File: config.mk
export PLATFORM = sky130hd
export DESIGN_NAME = if_fetch_stage
export DESIGN_NICKNAME = d
export VERILOG_FILES = /design/src/rtl/if_pkg.sv /design/src/rtl/if_id_reg.sv /design/src/rtl/if_fetch_stage.sv
export SDC_FILE = /design/constraint.sdc
export NUM_CORES = 1
export LEC_CHECK = 0
export ABC_CLOCK_PERIOD_IN_PS = 6960
export BUFFER_PORTS_ARGS = -buffer_cell sky130_fd_sc_hd__buf_2
export CAP_MARGIN = 10
export CORE_MARGIN = 1.5
export CORE_UTILIZATION = 50
export DETAILED_ROUTE_END_ITERATION = 16
export GPL_TIMING_DRIVEN = 0
export HOLD_SLACK_MARGIN = 0.15
export PLACE_DENSITY = 0.79
export SYNTH_ARGS = -nofsm -noshare
export SYNTH_HDL_FRONTEND = slang
export SYNTH_SLANG_ARGS = --single-unit
File: constraint.sdc
create_clock -name clock -period 6.96 [get_ports clock]
set_input_delay 1.044 -clock clock [delete_from_list [all_inputs] [get_ports clock]]
set_output_delay 1.044 -clock clock [all_outputs]
set_load 0.02 [all_outputs]
File: src/rtl/if_pkg.sv
// if_pkg: shared constants and state encoding for the instruction-fetch stage.
// Contents: NOP_INSTR (bubble encoding), DEFAULT_RESET_PC, state_t (RUN/MISS_WAIT/REDIRECT_PENDING).
package if_pkg;
    localparam logic [31:0] NOP_INSTR        = 32'h0000_0013;
    localparam logic [31:0] DEFAULT_RESET_PC = 32'h0000_0000;
    typedef enum logic [1:0] {
        RUN              = 2'd0,
        MISS_WAIT        = 2'd1,
        REDIRECT_PENDING = 2'd2
    } state_t;
endpackage

File: src/rtl/if_id_reg.sv
// if_id_reg: IF/ID pipeline register with load / hold / bubble controls.
// Ports: clock, reset (async, active-high); load captures next_pc/next_instruction as a valid entry;
// bubble clears valid and drives NOP_INSTR (takes priority over load); neither holds.
// Outputs valid, pc, pc_plus4, instruction feed decode.
module if_id_reg #(
    parameter logic [31:0] NOP_INSTR = if_pkg::NOP_INSTR
) (
    input  logic        clock,
    input  logic        reset,
    input  logic        load,
    input  logic        bubble,
    input  logic [31:0] next_pc,
    input  logic [31:0] next_instruction,
    output logic        valid,
    output logic [31:0] pc,
    output logic [31:0] pc_plus4,
    output logic [31:0] instruction
);
    always_ff @(posedge clock or posedge reset)
        if (reset) begin
            valid       <= 1'b0;
            pc          <= 32'h0;
            pc_plus4    <= 32'h0;
            instruction <= NOP_INSTR;
        end else if (bubble) begin
            valid       <= 1'b0;
            instruction <= NOP_INSTR;
        end else if (load) begin
            valid       <= 1'b1;
            pc          <= next_pc;
            pc_plus4    <= next_pc + 32'd4;
            instruction <= next_instruction;
        end
endmodule

File: src/rtl/if_fetch_stage.sv
// if_fetch_stage: RV32 instruction-fetch stage; owns the PC, sequences around icache misses,
// applies EX redirects and loads the IF/ID register.
// Ports: clock, reset (async, active-high); icache_address/icache_instruction/icache_busywait to the icache;
// stall from the hazard unit; redirect_valid/redirect_target from EX; if_id_* to decode.
// Optional: `define IF_PERF_CNT_EN adds perf_fetched and perf_miss_cycles counters.
module if_fetch_stage #(
    parameter logic [31:0] RESET_PC  = if_pkg::DEFAULT_RESET_PC,
    parameter logic [31:0] NOP_INSTR = if_pkg::NOP_INSTR
) (
    input  logic        clock,
    input  logic        reset,
    output logic [31:0] icache_address,
    input  logic [31:0] icache_instruction,
    input  logic        icache_busywait,
    input  logic        stall,
    input  logic        redirect_valid,
    input  logic [31:0] redirect_target,
    output logic        if_id_valid,
    output logic [31:0] if_id_pc,
    output logic [31:0] if_id_pc_plus4,
    output logic [31:0] if_id_instruction
`ifdef IF_PERF_CNT_EN
    ,
    output logic [31:0] perf_fetched,
    output logic [31:0] perf_miss_cycles
`endif
);
    import if_pkg::*;

    state_t      state, next_state;
    logic [31:0] pc, next_pc, pending, next_pending, target;
    logic        load, bubble;

    assign target         = redirect_target & ~32'h3;
    assign icache_address = pc;

    always_ff @(posedge clock or posedge reset)
        if (reset) begin
            state   <= RUN;
            pc      <= RESET_PC;
            pending <= 32'h0;
        end else begin
            state   <= next_state;
            pc      <= next_pc;
            pending <= next_pending;
        end

    // The PC never moves while busywait is high, so the icache fills the line it was asked for.
    always_comb begin
        next_state   = state;
        next_pc      = pc;
        next_pending = pending;
        if (state == REDIRECT_PENDING) begin
            if (icache_busywait) begin
                if (redirect_valid) next_pending = target;
            end else begin
                next_pc    = redirect_valid ? target : pending;
                next_state = RUN;
            end
        end else if (redirect_valid) begin
            if (icache_busywait) begin
                next_pending = target;
                next_state   = REDIRECT_PENDING;
            end else begin
                next_pc    = target;
                next_state = RUN;
            end
        end else if (icache_busywait) begin
            next_state = MISS_WAIT;
        end else if (!stall) begin
            next_pc    = pc + 32'd4;
            next_state = RUN;
        end
    end

    // Redirects and pending redirects squash the fetched word; a stalled miss holds IF/ID instead.
    always_comb begin
        load   = state != REDIRECT_PENDING && !redirect_valid && !icache_busywait && !stall;
        bubble = state == REDIRECT_PENDING || redirect_valid || (icache_busywait && !stall);
    end

    if_id_reg #(.NOP_INSTR(NOP_INSTR)) u_if_id (
        .clock           (clock),
        .reset           (reset),
        .load            (load),
        .bubble          (bubble),
        .next_pc         (pc),
        .next_instruction(icache_instruction),
        .valid           (if_id_valid),
        .pc              (if_id_pc),
        .pc_plus4        (if_id_pc_plus4),
        .instruction     (if_id_instruction)
    );

`ifdef IF_PERF_CNT_EN
    always_ff @(posedge clock or posedge reset)
        if (reset) begin
            perf_fetched     <= 32'h0;
            perf_miss_cycles <= 32'h0;
        end else begin
            perf_fetched     <= perf_fetched + {31'h0, load};
            perf_miss_cycles <= perf_miss_cycles + {31'h0, icache_busywait};
        end
`endif
endmodule

# Word-level counts from Yosys, hierarchy flattened
# Cells that the tools add are included.
[word_totals]
reg_bits = 163
output_inout_bits = 129
word_cells = 53
[classes]
n_addsub = 1
n_eq_ne = 7
muxes = 21
bitwise = 2
n_reduce_logical = 15
[op_table]
columns = ["cell", "n"]
rows = [
  ["2-to-1 mux 32 bit", 13],
  ["adder 32 x 3 -> 32 bit, second input constant", 1],
  ["2-to-1 mux 2 bit", 6],
  ["!= test 2 bit, second input constant", 4],
  ["AND reduction 2 bit", 3],
  ["logical AND 1 bit", 4],
  ["!= test 4 x 2 -> 1 bit, second input constant", 1],
  ["nonzero test 2 bit", 2],
  ["zero test 1 bit", 3],
  ["!= test 3 x 1 -> 1 bit, second input constant", 1],
  ["AND reduction 3 bit", 1],
  ["equality test 2 bit, second input constant", 1],
  ["logical OR 1 bit", 2],
  ["2-to-1 mux 1 bit", 2],
  ["NOT 1 bit", 2],
]

# Depth between registers and ports, before layout
# Gate-level depths: netlist of the first run.
[depth]
word_depth = 6
depth_mapped = 9
mapped_depth_nobuf = 6

# By module
# Synthesis of the first run repeated with hierarchy kept, for this count alone.
[hier_totals]
hier_cells = 842
area_unflattened_um2 = 7990.2
[by_module_without_submodules]
columns = ["mod", "n_inst", "cells_each", "area_each_um2"]
rows = [
  ["if_id_reg", 1, 436, 4239.1],
  ["if_fetch_stage", 1, 406, 3751.1],
]

# Worst setup path after synthesis of the first run
# OpenSTA, ideal clock, no wires.
[synth_path]
path_type = "input to register"
from = "input port stall"
to = "register pc[18], in the netlist icache_address[18]"
setup_ns = 0.135
arrival_ns = 2.291
t_required_ns = 6.825
slack_ns = 4.534
path_stages = 6
n_path_buf = 3
path_cell_list = "clkbuf_1 > nand2b_1 > o21ai_0 > clkbuf_1 > clkbuf_1 > o22ai_1"
[synth_via]
elab_chain_len = 2
[synth_lines]
columns = ["item", "line", "text"]
rows = [
  ["start: declaration", "if_fetch_stage.sv:15", "input logic stall,"],
  ["!= test 3 x 1 -> 1 bit (no source line)", "-", ""],
  ["AND reduction 2 bit (no source line)", "-", ""],
  ["end signal: assignment", "if_fetch_stage.sv:44", "pc <= next_pc;"],
  ["end: declaration", "if_fetch_stage.sv:31", "logic [31:0] pc, next_pc, pending, next_pending, target;"],
]
# Every way passes these cells.
# A chain may end at the register's enable or synchronous reset.

# Worst setup path after layout of the first run
[layout_path]
from = "register pc[2], in the netlist icache_address[2]"
to = "register u_if_id.pc_plus4[24]"
[layout_via]
elab_chain_len = 1
[layout_lines]
columns = ["item", "line", "text"]
rows = [
  ["adder 32 x 3 -> 32 bit", "if_id_reg.sv:31", "pc_plus4 <= next_pc + 32'd4;"],
  ["end signal: assignment", "if_id_reg.sv:31", ""],
  ["end: declaration", "if_id_reg.sv:16", "output logic [31:0] pc_plus4,"],
]
# Every way passes these cells.

==> flow_summary.ini, run 1 <==
[run_status]
outcome = finished, final reports clean

[floorplanning]
die-width_um = 124
std_cell_rows = 43
initial_utilization = 0.518
floorplan.io_pins = 198
std_cell_core_area_mm2 = 0.0140
die_ar_mm2 = 0.0153
die_height_um = 124

[detailed_routing]
dr_total_vias = 6573
remaining_drc_errors = 0
drt_pass1_iterations = 5
average_detailed_routed_wire_length_per_instance_um = 18.2
detail_route.iter0.violations = 646
route.final.wire_length_um = 20900
drt.antenna.violating_nets = 0
avgViaCountPerCell = 5.73

[finish]
most_frequent_cells_in_the_layout = 197 x sky130_fd_sc_hd__buf_2, 163 x sky130_fd_sc_hd__nand2_1, 158 x sky130_fd_sc_hd__dfrtp_1, 66 x sky130_fd_sc_hd__o21ai_0, 46 x sky130_fd_sc_hd__nor2_1
layout.cell_area.non_filler_mm2 = 0.00912
final_common_cell = sky130_fd_sc_hd__buf_2
layout.core_utilization = 0.649
drive_above_1_share = 0.285
count_of_inserted_antenna_diode_cells = 0
layout.nets = 1024
flow.area_growth_from_synthesis_pct = 25.4

[yosys]
post_synth_inst_count = 741
synth.avg_cell_area_um2 = 9.82
post_synth_num_cell_types = 50
synth-edff-count = 0
synth-async-reset-ratio = 1.00
ys.warnings.count = 0
syn-num-nets = 811
synth_cell_area_mm2 = 0.00727
number_of_storage_elements_in_the_synthesis_netlist = 161
ys_dominant_reg_cell = sky130_fd_sc_hd__dfrtp_1
yosysSeqAreaShare = 0.554

[clock_tree]
cts_buffer_count = 17
ctsLongestPathBuffers = 2
clock_sink_count = 161
clock-root-buffer = sky130_fd_sc_hd__clkbuf_16
clock_insertion_delay_worst_skew_ns = 0.43
ctsResizeCount = 0
ctsHtreeMaxLevel = 4
cts_hold_repair.buffers = 0
cts_tree = done
clock_transition_at_the_register_clock_pins_on_the_worst_setup_and_hold_paths_after_cts_ns = 0.06
setup_fix_buffers_added_after_clock_tree_synthesis = 0

[setup_path]
crit_path_max_fo = 8
worst-endpoint-required_ns = 7.27
worst_setup_path_startpoint = icache_address[2]
critPathCaptureType = flop
rr_worst_depth = 6
worst-r2r-setup-slack_ns = 3.99
worstReg2RegStart = icache_address[2]
critical_path_class = reg2reg
crit_arrival_ns = 3.28
crit_path_launch_type = flop
crit-reg2reg-capture = u_if_id.pc_plus4[24]
crit_end = u_if_id.pc_plus4[24]

[hold_path]
hold_path.class = reg2reg

[placement]
preCtsSetupSlack_ns = 3.67
hpwl_detailed_um = 15000
placement.cell_area_mm2 = 0.00850
gp_congestion = 0.913
io_buffers = 193

[grt]
globalRouteMet3Util = 0.0659
antenna_found_initial = 1
gr-max-usage-layer = met2
grt_max_degree = 134
grt_pass1_vias = 6064
globalRouteMet2Util = 0.426
grt_remaining_overflow = 0
first_pass_grt_wire_length_um = 32100
global_route.usage.total = 0.280
groute.layer.met1.usage = 0.390

[pwr]
power.leakage_uw = 0.00449
max-vdd-ir-drop_mv = 0.172
total_power_uw = 2880
power_density_mw_per_mm2 = 315

[timing]
fin_worst_hold_slack_ns = 0.468
slew-limit-headroom = 0.339
timing.final.max_slew_violations = 0
achievable-frequency_mhz = 336
worstMarginPinSlew_ns = 0.984
share_of_the_clock_period_used_by_the_worst_path_after_layout = 0.427
worst_slack_ns = 3.99
final_setup_skew_ns = 0.00623
setup_repair_after_global_routing_missed_its_margin = false
period_minus_slack_ns = 2.97
timing.final.hold_violations = 0
setup_viol = 0

[run]
max-cap-violations = 0
==> per-layer routing <==
layer	wire length, µm	part of all wire
met2	9670	0.46
met3	1690	0.081
met5	0	0
met1	8970	0.43
met4	593	0.028
==> final cells by class <==
type	instances	area (µm²)
timing repair buffer	194	993
tap	180	225
fill	1201	4920
sequential	161	4030
buffer	59	241
clock inverter	15	194
inverter	7	33.8
clock buffer	17	425
multi-input combinational	514	2970
==> critical path: stages (launching register included) <==
cell	delay, ns
sky130_fd_sc_hd__dfrtp_1	0.48
sky130_fd_sc_hd__ha_1	0.22
sky130_fd_sc_hd__nand3_1	0.35
sky130_fd_sc_hd__nor3_1	0.92
sky130_fd_sc_hd__nand4_1	0.34
sky130_fd_sc_hd__and3_1	0.29
sky130_fd_sc_hd__a211o_1	0.26
==> cells in the mapped netlist, types with 5 or more instances <==
cell type	number	area share
sky130_fd_sc_hd__a211o_1	5	0.0060
sky130_fd_sc_hd__a21oi_1	29	0.020
sky130_fd_sc_hd__a221oi_1	9	0.011
sky130_fd_sc_hd__a22o_1	29	0.035
sky130_fd_sc_hd__and3_1	9	0.0077
sky130_fd_sc_hd__buf_1	6	0.0031
sky130_fd_sc_hd__clkbuf_1	43	0.022
sky130_fd_sc_hd__dfrtp_1	158	0.54
sky130_fd_sc_hd__inv_1	7	0.0036
sky130_fd_sc_hd__mux2_2	30	0.046
sky130_fd_sc_hd__nand2_1	163	0.084
sky130_fd_sc_hd__nand3_1	11	0.0076
sky130_fd_sc_hd__nand4_1	9	0.0077
sky130_fd_sc_hd__nor2_1	46	0.024
sky130_fd_sc_hd__nor3_1	15	0.010
sky130_fd_sc_hd__nor3b_1	9	0.0093
sky130_fd_sc_hd__nor4_1	5	0.0043
sky130_fd_sc_hd__o21ai_0	66	0.045
sky130_fd_sc_hd__o2bb2ai_1	8	0.0096
sky130_fd_sc_hd__xnor2_1	21	0.025
==> where the power goes <==
part,switching (µW),internal [µW],total [µW]
clock network,405,576,981
registers,117,1090,1210
logic,445,241,686
==> flip-flops by register name, indices dropped and copies added, names as in the netlist <==
signal	cells
u_if_id.instruction	32
pending	32
u_if_id.pc_plus4	32
state	2
u_if_id.pc	30
icache_address	32
u_if_id.valid	1
==> cell families after synthesis <==
group,count (synthesis),share of synthesized area
buffers and inverters,66,0.0368
AOI/OAI and AO/OA,173,0.158
DFF,161,0.554
and+or+nand+nor,286,0.174
adders and majority gates,1,0.00172
xor gates and xnor gates,24,0.0289
muxes,30,0.0464
==> how the worst min path moves through the flow <==
| stage | from | to | slack, ns | depth (start not counted) |
|---|---|---|---|---|
| after global placement | u_if_id.pc[3] | u_if_id.pc[3] | 0.45 | 2 |
| final | u_if_id.pc[15] | u_if_id.pc[15] | 0.47 | 2 |
| after floorplan | pending[0] | pending[0] | 0.45 | 1 |
| after CTS | u_if_id.pc[15] | u_if_id.pc[15] | 0.47 | 2 |
| after global routing | u_if_id.pc_plus4[20] | u_if_id.pc_plus4[20] | 0.50 | 1 |
| after detailed placement | u_if_id.pc[22] | u_if_id.pc[22] | 0.46 | 2 |
==> stage by stage <==
stage	cells	TNS (ns)
4_1_cts	1147	0
6_report	1147	0
3_5_place_dp	1115	0
5_1_grt	1147	0
2_1_floorplan	741	0
3_3_place_gp	1114	-36.79
Power figures use the tool's default switching activity.
==> inputs of run 2 (changes only) <==
--- a/config.mk
+++ b/config.mk
@@ -5,7 +5,7 @@
 export SDC_FILE = /design/constraint.sdc
 export NUM_CORES = 1
 export LEC_CHECK = 0
-export ABC_CLOCK_PERIOD_IN_PS = 6960
+export ABC_CLOCK_PERIOD_IN_PS = 3100
 export BUFFER_PORTS_ARGS = -buffer_cell sky130_fd_sc_hd__buf_2
 export CAP_MARGIN = 10
 export CORE_MARGIN = 1.5
==> constraint.sdc (replaced) <==
create_clock -name clock -period 3.1 [get_ports clock]
set_input_delay 0.465 -clock clock [delete_from_list [all_inputs] [get_ports clock]]
set_output_delay 0.465 -clock clock [all_outputs]
set_load 0.02 [all_outputs]
==> flow_summary.ini, run 2 (synthesized netlist as in run 1, its figures left out) <==
[grt]
grt_max_degree = 43
grt_pass1_vias = 6235
antenna_found_initial = 0
global_route.usage.total = 0.284
grt_remaining_overflow = 0
first_pass_grt_wire_length_um = 32500

[timing]
setup_repair_after_global_routing_missed_its_margin = false
setup_viol = 0
final_setup_tns_ns = 0
period_minus_slack_ns = 2.99
timing.final.hold_violations = 0
share_of_the_clock_period_used_by_the_worst_path_after_layout = 0.966
worstMarginPinSlew_ns = 0.983
final_setup_skew_ns = 0.0122
slew-limit-headroom = 0.340
achievable-frequency_mhz = 334
timing.final.max_slew_violations = 0

[finish]
final_common_cell = sky130_fd_sc_hd__buf_2
count_of_inserted_antenna_diode_cells = 0
layout.nets = 1026
flow.area_growth_from_synthesis_pct = 27.0
n_fill_cell = 1137
most_frequent_cells_in_the_layout = 197 x sky130_fd_sc_hd__buf_2, 163 x sky130_fd_sc_hd__nand2_1, 158 x sky130_fd_sc_hd__dfrtp_1, 66 x sky130_fd_sc_hd__o21ai_0, 46 x sky130_fd_sc_hd__nor2_1
layout.cell_area.non_filler_mm2 = 0.00924
instances_no_fill = 1149
drive_above_1_share = 0.287
layout.core_utilization = 0.658

[setup_path]
worst-path-buf-inv = 0
cp_slowest_stage_delay_ns = 0.92
worst-r2r-setup-slack_ns = 0.11
critPathCaptureType = flop
crit_slowest_cell = sky130_fd_sc_hd__nor3_1
timing.critical_path.cells = ha_1 > nand3_1 > nor3_1 > nand4_1 > and3_1 > a211o_1
crit_path_max_fo = 8
critical_path_class = reg2reg
crit_path_launch_type = flop
crit_arrival_ns = 3.31
cpLargestDelayFamily = simple AND/OR/NAND/NOR gates
worst-endpoint-required_ns = 3.41

[detailed_routing]
remaining_drc_errors = 0
drt.antenna.violating_nets = 0
average_detailed_routed_wire_length_per_instance_um = 18.4
route.final.wire_length_um = 21100
detail_route.iter0.violations = 606
drt_pass1_iterations = 6
dr_total_vias = 6610
avgViaCountPerCell = 5.75

[clock_tree]
clock_sink_count = 161
clock_insertion_delay_worst_skew_ns = 0.43
cts_tree = done
clock_transition_at_the_register_clock_pins_on_the_worst_setup_and_hold_paths_after_cts_ns = 0.06
cts_hold_repair.buffers = 0
ctsLongestPathBuffers = 2
cts_buffer_count = 17
ctsHtreeMaxLevel = 4
clock-root-buffer = sky130_fd_sc_hd__clkbuf_16

[placement]
hpwl_detailed_um = 15200
gp_congestion = 0.911
placement.cell_area_mm2 = 0.00853
dpl.cell_count = 1117
io_buffers = 193

[floorplanning]
die-width_um = 124
die_ar_mm2 = 0.0153
std_cell_rows = 43
initial_utilization = 0.518
std_cell_core_area_mm2 = 0.0140
die_height_um = 124
floorplan.io_pins = 198

[pwr]
max-vdd-ir-drop_mv = 0.423
power_density_mw_per_mm2 = 730
total_power_uw = 6740
power.leakage_uw = 0.00453

[run]
max-cap-violations = 0

[hold_path]
hold_path.class = in2async

[run_status]
outcome = finished, final reports clean
[run 2: cell type report]
class / instances / area, µm² / share of cell area
buffer: 59 / 241 / 0.0261
clock buffer: 19 / 443 / 0.0480
clock inverter: 13 / 258 / 0.0279
inverter: 7 / 30.0 / 0.00325
multi-input combinational: 514 / 2980 / 0.323
sequential: 161 / 4030 / 0.437
tap: 180 / 225 / 0.0244
timing repair buffer: 196 / 1030 / 0.111
[run 2: path summary, 6_finish.rpt]
kind,startpoint,endpoint,cells after the start
setup / recovery,icache_address[2],u_if_id.pc_plus4[24],6
hold / removal,reset,u_if_id.pc[21],2
setup reg to reg,icache_address[2],u_if_id.pc_plus4[24],6
hold reg to reg,u_if_id.pc[21],u_if_id.pc[21],2
max in group asynchronous,reset,pending[27],4
min in group clock,icache_instruction[12],u_if_id.instruction[12],2
[run 2: where the power goes]
| group | switching (µW) | internal (µW) | total, µW |
|---|---|---|---|
| Sequential | 267 | 2450 | 2720 |
| Clock | 852 | 1620 | 2470 |
| Combinational | 1000 | 545 | 1550 |
| Total | 2120 | 4620 | 6740 |
[run 2: what timing repair did]
item | CTS | global route
endpoints found under the hold margin | 0 | 0
gates resized for setup | 0 | 1
endpoints found under the setup margin | 0 | 1
setup buffers | 0 | 0
[run 2: metrics by stage]
stage               setup WS [ns]  hold WS, ns
floorplan                   0.595        0.454
global placement           -0.404        0.454
detailed placement          0.247        0.459
CTS                         0.216        0.230
global route               0.0510        0.249
finish                      0.107        0.212
[run 2: layer usage]
layer	track usage	part of all wire	up-vias
met5	0	0	-
li1	-	-	3023
met1	0.383	0.41	3212
met4	0.121	0.033	0
met2	0.444	0.47	318
met3	0.0646	0.080	57
